## config.mk

```make
export PLATFORM = sky130hd
export DESIGN_NAME = ac_lane_merger
export DESIGN_NICKNAME = d
export VERILOG_FILES = /design/src/rtl/ac_pkg.sv /design/src/rtl/ac_rr_select.sv /design/src/rtl/ac_lane_merger.sv
export SDC_FILE = /design/constraint.sdc
export NUM_CORES = 1
export LEC_CHECK = 0
export BUFFER_PORTS_ARGS = -buffer_cell sky130_fd_sc_hd__clkbuf_2
export CAP_MARGIN = 0
export CORE_MARGIN = 1
export CORE_UTILIZATION = 55
export CTS_CLUSTER_SIZE = 10
export DETAILED_ROUTE_END_ITERATION = 7
export PLACE_DENSITY_LB_ADDON = 0.15
export SLEW_MARGIN = 20
export SYNTH_ARGS = -nofsm -noshare
export SYNTH_HDL_FRONTEND = slang
export SYNTH_SLANG_ARGS = --single-unit
```

## constraint.sdc

```tcl
create_clock -name clk -period 15.3 [get_ports clk]
set_input_delay 3.06 -clock clk [delete_from_list [all_inputs] [get_ports clk]]
set_output_delay 3.06 -clock clk [all_outputs]
set_load 0.02 [all_outputs]
```

## src/rtl/ac_pkg.sv

```systemverilog
// Shared types and constants for the lane merger and its round-robin selector.
package ac_pkg;

  localparam int DEF_NUM_LANES   = 9;
  localparam int DEF_COUNT_BYTES = 2;
  localparam int BYTE_W          = 8;
  localparam int LANE_CNT_W      = 16;

  typedef enum logic [2:0] {
    ST_IDLE,
    ST_SUM,
    ST_PREFETCH,
    ST_HEADER,
    ST_DATA,
    ST_DONE
  } state_t;

  // Width of a lane index; at least one bit so single-lane builds still elaborate.
  function automatic int lane_idx_w(input int n);
    return (n > 1) ? $clog2(n) : 1;
  endfunction

endpackage

```

## src/rtl/ac_rr_select.sv

```systemverilog
// Combinational round-robin picker: first set bit of i_mask at or after i_ptr,
// wrapping from the top lane back to lane 0.
module ac_rr_select #(
  parameter int NUM_LANES = ac_pkg::DEF_NUM_LANES,
  parameter int IDX_W     = ac_pkg::lane_idx_w(NUM_LANES)
) (
  input  logic [IDX_W-1:0]     i_ptr,
  input  logic [NUM_LANES-1:0] i_mask,
  output logic [IDX_W-1:0]     o_sel,
  output logic                 o_found
);

  // Scan offsets from farthest to nearest so the closest eligible lane wins.
  always_comb begin
    int idx;
    o_sel   = '0;
    o_found = 1'b0;
    idx     = 0;
    for (int k = NUM_LANES - 1; k >= 0; k--) begin
      idx = int'(i_ptr) + k;
      if (idx >= NUM_LANES) idx = idx - NUM_LANES;
      if (i_mask[idx]) begin
        o_found = 1'b1;
        o_sel   = IDX_W'(idx);
      end
    end
  end

endmodule

```

## src/rtl/ac_lane_merger.sv

```systemverilog
// Merges the byte streams of several coder lanes into one stream: a big-endian
// byte-count header followed by round-robin lane data, one buffered byte per lane.
module ac_lane_merger
  import ac_pkg::*;
#(
  parameter int NUM_LANES   = DEF_NUM_LANES,
  parameter int COUNT_BYTES = DEF_COUNT_BYTES
) (
  input  logic                           clk,
  input  logic                           rst_n,
  input  logic                           start_in,
  input  logic [NUM_LANES*LANE_CNT_W-1:0] lane_count_in,
  output logic [NUM_LANES-1:0]           lane_rd_en_out,
  input  logic [NUM_LANES*BYTE_W-1:0]    lane_byte_in,
  input  logic [NUM_LANES-1:0]           lane_valid_in,
  output logic [BYTE_W-1:0]              data_out,
  output logic                           valid_out,
  input  logic                           ready_in,
  output logic                           last_out,
  output logic                           busy_out,
  output logic                           done_out,
  output logic                           overflow_out
);

  localparam int IDX_W  = lane_idx_w(NUM_LANES);
  localparam int TOT_W  = COUNT_BYTES * BYTE_W;
  localparam int LEFT_W = LANE_CNT_W + 4;  // exact byte total for up to 16 lanes
  localparam int HDR_W  = 2;

  state_t                r_state;
  logic [IDX_W-1:0]      r_idx;
  logic [IDX_W-1:0]      r_ptr;
  logic [IDX_W-1:0]      r_lane;
  logic [TOT_W-1:0]      r_total;
  logic [LEFT_W-1:0]     r_left;
  logic [HDR_W-1:0]      r_hdr_idx;
  logic [BYTE_W-1:0]     r_buf [NUM_LANES];
  logic [LANE_CNT_W-1:0] r_rem [NUM_LANES];
  logic [NUM_LANES-1:0]  r_full;
  logic [NUM_LANES-1:0]  r_outst;
  logic [NUM_LANES-1:0]  r_issued;
  logic [NUM_LANES-1:0]  r_pf_rd;
  logic [BYTE_W-1:0]     r_data;
  logic                  r_valid;
  logic                  r_last;
  logic                  r_busy;
  logic                  r_done;
  logic                  r_overflow;

  logic [LANE_CNT_W-1:0] w_cnt  [NUM_LANES];
  logic [BYTE_W-1:0]     w_byte [NUM_LANES];
  logic [NUM_LANES-1:0]  w_nz;
  logic [NUM_LANES-1:0]  w_refill;
  logic [NUM_LANES-1:0]  w_mask;
  logic [IDX_W-1:0]      w_ptr;
  logic [IDX_W-1:0]      w_sel;
  logic [IDX_W-1:0]      w_sel_next;
  logic                  w_found;
  logic [TOT_W:0]        w_sum;
  logic [HDR_W-1:0]      w_hdr_next;
  logic                  w_accept;
  logic                  w_slot_free;

  assign w_accept    = r_valid && ready_in;
  assign w_slot_free = !r_valid || ready_in;

  for (genvar gi = 0; gi < NUM_LANES; gi++) begin : g_lane
    assign w_cnt[gi]  = lane_count_in[gi*LANE_CNT_W +: LANE_CNT_W];
    assign w_byte[gi] = lane_byte_in[gi*BYTE_W +: BYTE_W];
    assign w_nz[gi]   = |w_cnt[gi];
    // Refill a lane in the very cycle its presented byte is taken downstream.
    assign w_refill[gi] = (r_state == ST_DATA) && w_accept &&
                          (r_lane == IDX_W'(gi)) && (r_rem[gi] != '0);
  end

  // Prefetch scans lanes from 0 upward; data phase scans from the rr pointer.
  assign w_ptr  = (r_state == ST_PREFETCH) ? '0 : r_ptr;
  assign w_mask = (r_state == ST_PREFETCH) ? (w_nz & ~r_issued) : (r_full | r_outst);

  ac_rr_select #(
    .NUM_LANES (NUM_LANES),
    .IDX_W     (IDX_W)
  ) u_rr_select (
    .i_ptr   (w_ptr),
    .i_mask  (w_mask),
    .o_sel   (w_sel),
    .o_found (w_found)
  );

  assign w_sel_next = (w_sel == IDX_W'(NUM_LANES - 1)) ? '0 : w_sel + IDX_W'(1);
  assign w_sum      = {1'b0, r_total} + (TOT_W + 1)'(w_cnt[r_idx]);
  assign w_hdr_next = r_hdr_idx - HDR_W'(1);

  assign lane_rd_en_out = r_pf_rd | w_refill;
  assign data_out       = r_data;
  assign valid_out      = r_valid;
  assign last_out       = r_last;
  assign busy_out       = r_busy;
  assign done_out       = r_done;
  assign overflow_out   = r_overflow;

  // Merge sequencer: sum counts, prefetch one byte per lane, header, data, done.
  always_ff @(posedge clk or negedge rst_n) begin
    if (!rst_n) begin
      r_state    <= ST_IDLE;
      r_idx      <= '0;
      r_ptr      <= '0;
      r_lane     <= '0;
      r_total    <= '0;
      r_left     <= '0;
      r_hdr_idx  <= '0;
      r_full     <= '0;
      r_outst    <= '0;
      r_issued   <= '0;
      r_pf_rd    <= '0;
      r_data     <= '0;
      r_valid    <= 1'b0;
      r_last     <= 1'b0;
      r_busy     <= 1'b0;
      r_done     <= 1'b0;
      r_overflow <= 1'b0;
      for (int l = 0; l < NUM_LANES; l++) begin
        r_buf[l] <= '0;
        r_rem[l] <= '0;
      end
    end else begin
      r_pf_rd <= '0;

      // Returned bytes only land in lanes that actually have a read in flight.
      for (int l = 0; l < NUM_LANES; l++) begin
        if (lane_valid_in[l] && r_outst[l]) begin
          r_buf[l]   <= w_byte[l];
          r_full[l]  <= 1'b1;
          r_outst[l] <= 1'b0;
        end
      end

      case (r_state)
        ST_IDLE: begin
          if (start_in) begin
            r_state    <= ST_SUM;
            r_idx      <= '0;
            r_total    <= '0;
            r_left     <= '0;
            r_overflow <= 1'b0;
            r_full     <= '0;
            r_outst    <= '0;
            r_issued   <= '0;
            r_busy     <= 1'b1;
          end
        end

        ST_SUM: begin
          r_total <= w_sum[TOT_W-1:0];
          if (w_sum[TOT_W]) r_overflow <= 1'b1;
          r_left <= r_left + LEFT_W'(w_cnt[r_idx]);
          if (r_idx == IDX_W'(NUM_LANES - 1)) begin
            r_state <= ST_PREFETCH;
          end else begin
            r_idx <= r_idx + IDX_W'(1);
          end
        end

        ST_PREFETCH: begin
          if (w_found) begin
            r_pf_rd[w_sel]  <= 1'b1;
            r_outst[w_sel]  <= 1'b1;
            r_issued[w_sel] <= 1'b1;
            r_rem[w_sel]    <= w_cnt[w_sel] - LANE_CNT_W'(1);
          end else begin
            r_state   <= ST_HEADER;
            r_hdr_idx <= HDR_W'(COUNT_BYTES - 1);
            r_data    <= r_total[TOT_W-1 -: BYTE_W];
            r_valid   <= 1'b1;
            r_last    <= 1'b0;
          end
        end

        ST_HEADER: begin
          if (w_accept) begin
            if (r_hdr_idx != '0) begin
              r_hdr_idx <= w_hdr_next;
              r_data    <= r_total[int'(w_hdr_next)*BYTE_W +: BYTE_W];
              r_last    <= (w_hdr_next == '0) && (r_left == '0);
            end else if (r_last) begin
              r_valid <= 1'b0;
              r_last  <= 1'b0;
              r_done  <= 1'b1;
              r_state <= ST_DONE;
            end else begin
              r_valid <= 1'b0;
              r_ptr   <= '0;
              r_state <= ST_DATA;
            end
          end
        end

        ST_DATA: begin
          if (w_accept && (r_rem[r_lane] != '0)) begin
            r_rem[r_lane]   <= r_rem[r_lane] - LANE_CNT_W'(1);
            r_outst[r_lane] <= 1'b1;
          end
          if (w_accept && r_last) begin
            r_valid <= 1'b0;
            r_last  <= 1'b0;
            r_done  <= 1'b1;
            r_state <= ST_DONE;
          end else if (w_slot_free) begin
            if (w_found && r_full[w_sel]) begin
              r_data        <= r_buf[w_sel];
              r_lane        <= w_sel;
              r_valid       <= 1'b1;
              r_last        <= (r_left == LEFT_W'(1));
              r_left        <= r_left - LEFT_W'(1);
              r_full[w_sel] <= 1'b0;
              r_ptr         <= w_sel_next;
            end else begin
              // Selected lane still waiting on its read: bubble, keep the pointer.
              r_valid <= 1'b0;
            end
          end
        end

        ST_DONE: begin
          r_done  <= 1'b0;
          r_busy  <= 1'b0;
          r_state <= ST_IDLE;
        end

        default: r_state <= ST_IDLE;
      endcase
    end
  end

endmodule

```

==> impl_metrics.json <==
{
  "numCtsBuffers": 38,
  "start_kind": "input port",
  "cts_hold_buf": 0,
  "die-width_um": 211,
  "synthTopCellsByCount": "nand2_1 (319), dfrtp_1 (318), a21oi_1 (187)",
  "async_flop_share": 1.00,
  "fmax_ghz": 0.0934,
  "hold_path.class": "flop to flop",
  "clk_latency_ns": 0.55,
  "synth_edf_count": 0,
  "layoutNonFillerInstCount": 3436,
  "route.vias.total": 25000,
  "yosysMostFrequentCell": "nand2_1",
  "synth_top_area_frac": 0.332,
  "syn_area_um2": 23900,
  "antenna_left": 0,
  "syn_nets": 2976,
  "critPathMaxFanout": 48,
  "synth_area_leaders": "dfrtp_1 (33%), mux4_2 (6.2%), nand2_1 (5.0%), a21oi_1 (3.9%), mux2_2 (3.9%)",
  "dp_cells": 3386,
  "maxCapViolCount": 0,
  "yosysUniqueCellTypes": 115,
  "synth_xor_area_frac": 0.0275,
  "via_per_inst": 7.29,
  "synthCells": 2679,
  "fp-row-count": 76,
  "synth_ff_type": "dfrtp_1",
  "endpoint_kind": "flop",
  "wirelength_um": 100000,
  "setup_ws_ns": 4.60,
  "cts_root_buffer": "clkbuf_16",
  "dp_slack_ns": 4.45,
  "clockBufferDepth": 3,
  "finalCriticalPeriod_ns": 10.70,
  "ys_warn_count": 0,
  "fin_crit_sh": 0.699,
  "fillerInstances": 3772,
  "area_growth_pct": 11.1,
  "cts.repair.resized": 0,
  "htreeDepth": 2,
  "ys_seq_elements": 318,
  "initial_utilization": 0.557,
  "synth_mux_area_frac": 0.128,
  "drc": 0,
  "io_buffers": 250,
  "clk_pin_slew_worst_paths_ns": 0.06,
  "status": "completed",
  "hold_violations": 0,
  "critPathRequiredTime_ns": 15.68,
  "crit_type": "input port to flop",
  "avgSynthCellArea_um2": 8.94,
  "drt-pass1-iter-count": 6,
  "grt_pass1_vias": 24000,
  "fin_skew_ns": 0.0259,
  "fin_nets": 3138,
  "utilization": 0.619,
  "cts_sinks": 318,
  "post_drt_wl_per_cell_um": 29.1,
  "grt_pass1_wl_um": 149000,
  "synth-simple-area-share": 0.188,
  "initialDrtViolationCount": 3758,
  "place_hpwl_um": 73400,
  "final-setup-viol-count": 0,
  "max_slew_margin": 0.195,
  "gr-usage-all-layers": 0.444,
  "grt_max_degree": 110,
  "core_area_um2": 43000,
  "place_congestion": 1.02,
  "synth_top_area_cell": "dfrtp_1",
  "drive_gt1_frac": 0.199,
  "cts_tree": "done",
  "arrival_ns": 11.08,
  "die-area_um2": 44400,
  "seqCellArea_um2": 7960,
  "num_io_pins": 251,
  "grt-ovfl-total": 0,
  "die_y_um": 211,
  "rsz0062_at_grt": "false",
  "drv_slew": 0,
  "synth_top_family_by_area": "compound AO/OA/AOI/OAI gates",
  "yosys.area_share.adder": 0.0365,
  "synth-compound-area-share": 0.243,
  "finalSetupTns_ns": 0,
  "antenna_found_initial": 2,
  "ys_seq_area_frac": 0.332,
  "multi_input_area_um2": 15000,
  "worstMarginPinSlew_ns": 1.21,
  "postCtsSetupBuffers": 0
}
## state kept, by name (all words and copies together) (netlist names), 2 cells and up
name	cells
r_ptr	4
r_outst	9
r_buf	72
r_state	3
r_total	16
r_issued	9
r_idx	4
r_pf_rd	9
r_full	9
r_left	20
r_hdr_idx	2
data_out	8
r_lane	4
r_rem	144
## worst max-delay path, cell delays in order
cell and delay [ns]:
clkbuf_2 0.10, nor4_1 0.82, nand4_1 0.45, a21oi_1 0.70, mux2i_1 0.16, nand3_1 0.13, a41oi_1 0.26, nand2b_1 0.36
a311oi_1 0.52, o211a_1 0.25, buf_4 0.34, nor2_4 0.05, inv_2 0.73, mux2i_1 0.21, a32o_1 0.28, nor2_1 0.75
inv_1 0.11, ha_1 0.25, o311ai_1 0.18, nor3_2 0.19, xnor2_1 0.78, or2_1 0.22, o221ai_1 0.12
## worst paths after layout
path / startpoint / to / slack [ns] / cells past startpoint
worst max-delay path: lane_count_in[40] / r_rem[104]$_DFFE_PN0P_ / 4.60 / 23
worst min-delay path: r_issued[1]$_DFFE_PN0P_ / r_issued[1]$_DFFE_PN0P_ / 0.50 / 2
worst max register to register: r_state[1]$_DFFE_PN0P_ / r_rem[104]$_DFFE_PN0P_ / 4.96 / 27
worst min register to register: r_issued[1]$_DFFE_PN0P_ / r_issued[1]$_DFFE_PN0P_ / 0.50 / 2
max in group asynchronous: rst_n / r_rem[75]$_DFFE_PN0P_ / 10.30 / 3
min in group asynchronous: rst_n / r_rem[125]$_DFFE_PN0P_ / 2.56 / 1
## stage by stage
step	hold WS, ns	cell area, µm²
floorplan	0.463	23900
global placement	0.470	25600
detailed placement	0.488	25600
CTS	0.501	26600
global route	0.521	26600
finish	0.500	26600
## kinds of logic after synthesis
group / after synthesis
DFF: 318
adders and majority gates: 68
AOI/OAI and AO/OA: 842
buffers and inverters: 254
muxes: 214
xor gates and xnor gates: 70
and+or+nand+nor: 913
## layer usage
metal	track usage	wire, µm
met5	0	11
met4	0.209	5590
met3	0.113	12100
met2	0.687	44700
met1	0.583	37600
## area by class of cell
| class | count | area share |
|---|---|---|
| inverters | 83 | 0.0118 |
| diodes | 2 | 0.000188 |
| multi-input cells | 2107 | 0.563 |
| flip-flops and latches | 318 | 0.299 |
| clock inverters | 4 | 0.00160 |
| clock buffers | 44 | 0.0370 |
| repair buffers | 293 | 0.0595 |
| well taps | 585 | 0.0275 |
## placed cells by master (no fill, tap or decap), drive strengths merged, types with 31 or more instances in the layout
master / n
nor4: 99
o21ai: 178
nand2b: 32
a21oi: 191
clkbuf: 293
mux4: 66
nand3: 100
nor3: 52
buf: 44
o221ai: 98
nor2: 160
dfrtp: 318
a22o: 31
mux2i: 64
o22ai: 52
inv: 82
mux2: 84
nand2: 321
a31oi: 35
ha: 65
xnor2: 45
Power is not shown: default switching activity piles up to over one toggle a cycle in this logic, so the estimate is an artifact.
